`config.mk`:
```
export PLATFORM = sky130hd
export DESIGN_NAME = mem_port_arbiter
export DESIGN_NICKNAME = d
export VERILOG_FILES = /design/src/rtl/mem_port_arbiter.sv
export SDC_FILE = /design/constraint.sdc
export NUM_CORES = 1
export LEC_CHECK = 0
export CORE_UTILIZATION = 42
export DETAILED_ROUTE_END_ITERATION = 16
export MAX_ROUTING_LAYER = met4
export PLACE_DENSITY = 0.86
export SLEW_MARGIN = 20
export SYNTH_ARGS = -nofsm -noshare
export SYNTH_HDL_FRONTEND = slang
export SYNTH_SLANG_ARGS = --single-unit
```
`constraint.sdc`:
```
create_clock -name clk -period 2.2 [get_ports clk]
set_input_delay 0.44 -clock clk [delete_from_list [all_inputs] [get_ports clk]]
set_output_delay 0.44 -clock clk [all_outputs]
set_load 0.01 [all_outputs]
```
`src/rtl/mem_port_arbiter.sv`:
```
// mem_port_arbiter: shares one external memory port between a read-only fetch
// requester and a read/write data requester.
//   clk, rst                 : clock, asynchronous active-low reset
//   imem_req/addr            : fetch read request (level) and address
//   imem_data_out/ready      : fetch read data (registered) and completion pulse
//   dmem_re/wr/addr/data_in  : data read/write request, address, write value
//   dmem_data_out/ready      : data read data (registered) and completion pulse
//   mem_addr/data_in         : memory address and write data
//   data_out, mem_ready      : memory read data and completion
//   omem_re/omem_wr          : memory read/write strobes
//   err                      : sticky watchdog timeout flag
module mem_port_arbiter #(
  parameter int unsigned MAX_DMEM_STREAK = 4,
  parameter int unsigned TIMEOUT         = 255
) (
  input  logic        clk,
  input  logic        rst,
  input  logic        imem_req,
  input  logic [31:0] imem_addr,
  output logic [31:0] imem_data_out,
  output logic        imem_ready,
  input  logic        dmem_re,
  input  logic        dmem_wr,
  input  logic [31:0] dmem_addr,
  input  logic [31:0] dmem_data_in,
  output logic [31:0] dmem_data_out,
  output logic        dmem_ready,
  output logic [31:0] mem_addr,
  output logic [31:0] data_in,
  input  logic [31:0] data_out,
  output logic        omem_re,
  output logic        omem_wr,
  input  logic        mem_ready,
  output logic        err
);

  localparam int unsigned DW = 32;
  localparam int unsigned SW = 4;
  localparam int unsigned WW = 8;

  typedef enum logic [1:0] {IDLE, I_ACC, D_ACC, RESP} state_t;

  state_t          r_state, w_nxt_state;
  logic [SW-1:0]   r_streak, w_nxt_streak;
  logic [WW-1:0]   r_wd, w_nxt_wd;
  logic [DW-1:0]   r_mem_addr, w_nxt_mem_addr;
  logic [DW-1:0]   r_data_in, w_nxt_data_in;
  logic            r_re, w_nxt_re;
  logic            r_wr, w_nxt_wr;
  logic [DW-1:0]   r_imem_data, w_nxt_imem_data;
  logic [DW-1:0]   r_dmem_data, w_nxt_dmem_data;
  logic            r_imem_rdy, w_nxt_imem_rdy;
  logic            r_dmem_rdy, w_nxt_dmem_rdy;
  logic            r_err, w_nxt_err;

  logic            w_d_req;
  logic            w_fetch_forced;
  logic            w_timeout;

  assign w_d_req        = dmem_re | dmem_wr;
  // Fetch wins once data has taken MAX_DMEM_STREAK grants in a row while fetch waited.
  assign w_fetch_forced = imem_req && (r_streak == SW'(MAX_DMEM_STREAK));
  // Last allowed access cycle; TIMEOUT of zero never fires.
  assign w_timeout      = (TIMEOUT != 0) && (r_wd == WW'(TIMEOUT - 1));

  // Next-state and next-output logic.
  always_comb begin
    w_nxt_state     = r_state;
    w_nxt_streak    = r_streak;
    w_nxt_wd        = '0;
    w_nxt_mem_addr  = r_mem_addr;
    w_nxt_data_in   = r_data_in;
    w_nxt_re        = r_re;
    w_nxt_wr        = r_wr;
    w_nxt_imem_data = r_imem_data;
    w_nxt_dmem_data = r_dmem_data;
    w_nxt_imem_rdy  = 1'b0;
    w_nxt_dmem_rdy  = 1'b0;
    w_nxt_err       = r_err;

    case (r_state)
      IDLE: begin
        if (w_d_req && !w_fetch_forced) begin
          w_nxt_state    = D_ACC;
          w_nxt_mem_addr = dmem_addr;
          w_nxt_wr       = dmem_wr;
          w_nxt_re       = !dmem_wr;
          w_nxt_data_in  = dmem_wr ? dmem_data_in : '0;
          if (!imem_req)
            w_nxt_streak = '0;
          else if (r_streak != SW'(MAX_DMEM_STREAK))
            w_nxt_streak = r_streak + SW'(1);
        end else if (imem_req) begin
          w_nxt_state    = I_ACC;
          w_nxt_mem_addr = imem_addr;
          w_nxt_re       = 1'b1;
          w_nxt_wr       = 1'b0;
          w_nxt_data_in  = '0;
          w_nxt_streak   = '0;
        end
      end
      I_ACC, D_ACC: begin
        if (mem_ready) begin
          w_nxt_re    = 1'b0;
          w_nxt_wr    = 1'b0;
          w_nxt_state = RESP;
          if (r_state == I_ACC) begin
            w_nxt_imem_data = data_out;
            w_nxt_imem_rdy  = 1'b1;
          end else begin
            if (r_re) w_nxt_dmem_data = data_out;
            w_nxt_dmem_rdy = 1'b1;
          end
        end else if (w_timeout) begin
          // Abort: complete the owner with zero data and flag the error.
          w_nxt_re    = 1'b0;
          w_nxt_wr    = 1'b0;
          w_nxt_err   = 1'b1;
          w_nxt_state = RESP;
          if (r_state == I_ACC) begin
            w_nxt_imem_data = '0;
            w_nxt_imem_rdy  = 1'b1;
          end else begin
            w_nxt_dmem_data = '0;
            w_nxt_dmem_rdy  = 1'b1;
          end
        end else begin
          w_nxt_wd = r_wd + WW'(1);
        end
      end
      RESP:    w_nxt_state = IDLE;
      default: w_nxt_state = IDLE;
    endcase
  end

  // State and output registers.
  always_ff @(posedge clk or negedge rst) begin
    if (!rst) begin
      r_state     <= IDLE;
      r_streak    <= '0;
      r_wd        <= '0;
      r_mem_addr  <= '0;
      r_data_in   <= '0;
      r_re        <= 1'b0;
      r_wr        <= 1'b0;
      r_imem_data <= '0;
      r_dmem_data <= '0;
      r_imem_rdy  <= 1'b0;
      r_dmem_rdy  <= 1'b0;
      r_err       <= 1'b0;
    end else begin
      r_state     <= w_nxt_state;
      r_streak    <= w_nxt_streak;
      r_wd        <= w_nxt_wd;
      r_mem_addr  <= w_nxt_mem_addr;
      r_data_in   <= w_nxt_data_in;
      r_re        <= w_nxt_re;
      r_wr        <= w_nxt_wr;
      r_imem_data <= w_nxt_imem_data;
      r_dmem_data <= w_nxt_dmem_data;
      r_imem_rdy  <= w_nxt_imem_rdy;
      r_dmem_rdy  <= w_nxt_dmem_rdy;
      r_err       <= w_nxt_err;
    end
  end

  assign imem_data_out = r_imem_data;
  assign imem_ready    = r_imem_rdy;
  assign dmem_data_out = r_dmem_data;
  assign dmem_ready    = r_dmem_rdy;
  assign mem_addr      = r_mem_addr;
  assign data_in       = r_data_in;
  assign omem_re       = r_re;
  assign omem_wr       = r_wr;
  assign err           = r_err;

endmodule

```
Word-level counts from Yosys, hierarchy flattened
Cells that the tools add are included.

storage, ports and cells
  flip-flop bits (word level) = 147
  bits in latches = 0
  RAM bits = 0
  memory bits (read-only) = 0
  input port bits = 134
  output and inout port bits = 133
  logic and storage cells = 85
  memories = 0

cells by class
  add/subtract/negate cells = 2
  multiply operators = 0
  divide/modulo/power cells = 0
  $lt $le $gt $ge = 0
  eq/ne operators = 10
  shifts and indexed selects = 0
  multiplexer cells = 42
  bitwise logic cells = 3
  reductions and logical operators = 16

operator list
  kind                                                   count
  two-way mux 32 bit                                     14
  two-way mux 8 bit                                      3
  two-way mux 4 bit                                      4
  two-way mux 1 bit                                      14
  AND reduction 3 bit                                    4
  adder 8 x 1 -> 8 bit, second input constant            1
  equality test 8 bit, second input constant             1
  two-way mux 2 bit                                      4
  inequality test 3 bit, second input constant           2
  one-hot mux 2 bit (3 select lines)                     1
  nonzero test 2 bit                                     3
  adder 4 x 1 -> 4 bit, second input constant            1
  equality test 2 bit, second input constant             2
  equality test 4 x 3 -> 1 bit, second input constant    1
  inequality test 4 x 3 -> 1 bit, second input constant  1
  one-hot mux 1 bit (2 select lines)                     2
  AND reduction 2 bit                                    2
  AND reduction 4 bit                                    1
  inequality test 3 x 2 -> 1 bit, second input constant  1
  equality test 2 x 1 -> 1 bit, second input constant    1
  logical AND 1 bit                                      2
  logical NOT 1 bit                                      2
  logical NOT 2 bit                                      1
  inequality test 2 x 1 -> 1 bit, second input constant  1
  other kinds (3)                                        4

Logic depth before layout (Yosys ltp)
  depth after elaboration = 6
  gate-level depth with buffers = 7
  gate-level depth less buffers = 6

Least setup slack after synthesis
No wires, ideal clock.

  path kind = reg-to-reg
  start = register r_state[0]
  end = register r_state[0]
  library setup time = 0.127 ns
  arrival time = 1.549 ns
  data required time = 2.073 ns
  setup slack = 0.524 ns
  stages on the path, launching flop included = 7
  buffers on the path = 0
  clock period less this slack = 1.676 ns
  path through = dfrtp_1 > inv_1 > ha_1 > nor2b_1 > o21ai_4 > nand2_2 > mux2_1

on the way
  cells in the longest elaborated chain, start to end = 4
  elaborated cells between the ends (all ways) = 9
  classes of those cells = 5 x eq/ne; 1 x mux; 3 x reduce/logical

ends and longest elaborated chain
  item                                                                        line  text
  start: declaration                                                          43    state_t r_state, w_nxt_state;
  start signal: assignment                                                    152   r_state <= w_nxt_state;
  equality test 2 x 1 -> 1 bit / equality test 2 bit (equally long branches)  81    case (r_state)
  OR reduction 2 bit                                                          81
  inequality test 3 bit (no line)                                             n/a
  AND reduction 2 bit (no line)                                               n/a

Parallel ways exist; a longest one is shown, timed or not.
A chain may end at the register's enable or synchronous reset.

Final worst setup path
Same ends and word-level chain as after synthesis.

==> results.py <==
metrics = {
    "global_route": {
        "grt_util_met2": 0.407,
        "overflow": 0,
        "grt_start_max_net_pins": 76,
        "grtUsageTotal": 0.237,
        "grt_pass1_wl_mm": 25.6,
        "grt_pass1_vias": 5054,
        "grtUsageMet1": 0.270,
        "grt_antenna_before_repair": 0,
        "met3_usage": 0.0585,
        "top_usage_layer": "met2",
    },
    "cells_and_area": {
        "n_antenna_cell": 0,
        "final_net_count": 870,
        "layout-drive-gt1-share": 0.0849,
        "fin_cells": 922,
        "syn2layout_area_growth_pct": 59.6,
        "fin_area_mm2": 0.00944,
        "fillers": 942,
    },
    "floorplanning": {
        "rows": 43,
        "pin_count": 267,
        "die_x_um": 121,
        "dieHeight_um": 121,
        "core_mm2": 0.0138,
        "die_area_mm2": 0.0146,
        "start_util": 0.428,
    },
    "sta": {
        "finalHoldViolations": 0,
        "finalSetupViolations": 0,
        "timing.final.crit_share": 0.860,
        "fmax_ghz": 0.529,
        "maxSlewViolCount": 0,
        "slew-limit-headroom": 0.735,
        "post-route-min-period_ps": 1890,
        "fin_skew_ps": 11.3,
        "rsz0062_at_grt": "false",
        "setup_tns_ps": 0,
        "worst_slew_pin_slew_ps": 397,
    },
    "synth": {
        "synth-compound-area-share": 0.192,
        "avgSynthCellArea_um2": 12.9,
        "synth_fp_nets": 599,
        "syn_area_mm2": 0.00592,
        "synthSimpleGateAreaFrac": 0.0649,
        "synth_xor_area_frac": 0.00740,
        "synth.area.mux_share": 0.0611,
        "ys_ff_latch": 147,
        "synthAdderAreaFrac": 0.0148,
        "yosysSeqAreaShare": 0.622,
        "yosysUniqueCellTypes": 39,
        "synth_warnings": 0,
        "synthCells": 458,
        "synth_top_family_by_area": "compound AO/OA/AOI/OAI gates",
    },
    "power": {
        "p_comb_frac": 0.425,
        "power_switching_mw": 4.34,
        "vdd_ir_drop_max_uv": 696,
        "pwr-share-seq": 0.347,
        "leakage_nw": 4.19,
        "power.internal_mw": 8.92,
        "swShare": 0.327,
        "total_power_mw": 13.3,
        "p_per_area_mw_per_mm2": 1400,
        "clkPwrFrac": 0.228,
    },
    "min_path": {
        "hp-class": "flop to flop",
    },
    "clock_tree": {
        "cts_tree": "built",
        "cts_sinks": 147,
        "cts_setup_buffers": 0,
        "clock_latency_ps": 420,
        "cts_buffers": 17,
        "cts_hold_buffers": 1,
        "cts_buffer_depth": 2,
        "htree_levels": 4,
        "cts_resized": 0,
        "root_buffer": "clkbuf_16",
        "clk_pin_slew_worst_paths_ps": 60,
    },
    "worst_setup_path": {
        "worstSetupPathType": "flop to flop",
        "crit_buf_inv": 1,
        "crit_arrival_ps": 2190,
        "start_kind": "flop",
        "cpLargestDelayFamily": "adder cells",
        "path_cells": "inv_1 -> ha_1 -> nor2b_1 -> o21ai_4 -> nand2_2 -> mux2_1",
        "cpPeakStageDelay_ps": 430,
        "cp_slowest_cell": "ha_1",
        "path_max_fanout": 10,
        "required_ps": 2500,
        "endpoint_kind": "flop",
    },
    "placement": {
        "placed_cells": 889,
        "hpwl_mm": 11.6,
        "io_buffers": 266,
        "place_area_mm2": 0.00881,
        "gp_congestion": 0.830,
    },
    "route": {
        "drt_iter0_markers": 270,
        "num_vias": 4884,
        "drc": 0,
        "vias_per_cell": 5.30,
        "wl_per_cell_um": 17.9,
        "antenna_left": 0,
        "dr.pass1.iters": 5,
        "wirelength_mm": 16.5,
    },
    "job": {
        "cap_violations": 0,
    },
    "outcome": {
        "status": "completed",
    },
}
## Yosys cell counts, drive strengths merged
master / count / share of area
and3: 2 / 0.0023
o31ai: 1 / 0.0021
nor2: 14 / 0.0097
xor2: 4 / 0.0059
nand4b: 1 / 0.0015
a21oi: 3 / 0.0025
o2bb2ai: 1 / 0.0015
a32o: 1 / 0.0017
nor2b: 2 / 0.0021
nor3b: 1 / 0.0013
nand2: 43 / 0.028
mux2: 1 / 0.0019
ha: 7 / 0.015
nand2b: 2 / 0.0025
dfrtp: 147 / 0.62
or2: 1 / 0.0011
and2: 2 / 0.0021
o21ai: 42 / 0.039
a21o: 1 / 0.0013
inv: 6 / 0.0038
nor3: 1 / 0.00085
buf: 25 / 0.031
clkbuf: 5 / 0.0032
nand4: 1 / 0.0036
nand3: 10 / 0.0085
xnor2: 1 / 0.0015
or3: 1 / 0.0013
a22o: 97 / 0.14
mux2i: 35 / 0.059
## power by group through the flow
stage | clock [mW] | sequential [mW] | combinational, mW
detailed placement | 0 | 4.59 | 5.64
floorplan | 0 | 5.02 | 2.08
global route | 3.19 | 4.73 | 6.05
CTS | 3.07 | 4.60 | 5.69
global placement | 0 | 4.55 | 5.45
finish | 3.02 | 4.60 | 5.64
## cells by family after synthesis
logic type,count (synthesis)
flip-flops,147
AO/OA/AOI/OAI,146
AND/OR/NAND/NOR,81
buffers and inverters,36
multiplexers,36
adder cells (fa/ha/maj),7
XOR/XNOR,5
## layout by cell type (no fill, tap or decap), types with 2 or more instances in the layout
cell type,instances
clkdlybuf4s50_1,265
dfrtp_1,147
a22o_1,95
nand2_1,41
o21ai_0,38
mux2i_1,35
clkbuf_16,17
nor2_1,11
nand3_1,10
buf_4,8
ha_1,7
buf_12,7
inv_1,6
clkinv_4,5
xor2_1,4
inv_6,4
nor2_2,3
a21oi_1,3
bufinv_16,3
nor2b_1,2
o21ai_4,2
and2_1,2
a22o_2,2
nand2_2,2
inv_8,2
## flip-flops by register name, indices dropped and copies added (netlist names)
name	cells
omem_re	1
data_in	32
err	1
r_state	2
dmem_ready	1
imem_data_out	32
r_streak	4
imem_ready	1
omem_wr	1
r_wd	8
mem_addr	32
dmem_data_out	32
## metrics by stage
step / setup WS, ps / hold WS [ps] / util
floorplan: 524 / 144 / -
global placement: 235 / 340 / 0.637
finish: 309 / 468 / 0.683
detailed placement: 161 / 344 / 0.637
CTS: 298 / 470 / 0.683
global route: 178 / 491 / 0.683
## final cells by class
| class | count | area, um^2 | share of cell area |
|---|---|---|---|
| clock inverters | 15 | 196 | 0.0208 |
| flip-flops and latches | 147 | 3680 | 0.390 |
| well taps | 180 | 225 | 0.0238 |
| clock buffers | 17 | 425 | 0.0450 |
| multi-input cells | 275 | 2020 | 0.214 |
| repair buffers | 282 | 2870 | 0.304 |
| inverters | 6 | 22.5 | 0.00238 |
## layer usage
layer  up-vias  share of wire
met4         0          0.016
li1       2218              -
met3        24          0.061
met5         -              0
met2       216           0.53
met1      2426           0.39
## worst paths after layout
path,start,slack [ps],cells past startpoint,to
max reg2reg,r_state[0],310,6,r_state[0]
max in group asynchronous,rst,1010,3,data_in[23]
min,err,470,1,err
max,r_state[0],310,6,r_state[0]
min in group asynchronous,rst,480,2,dmem_data_out[31]
min reg2reg,err,470,1,err
Power figures use the tool's default switching activity.
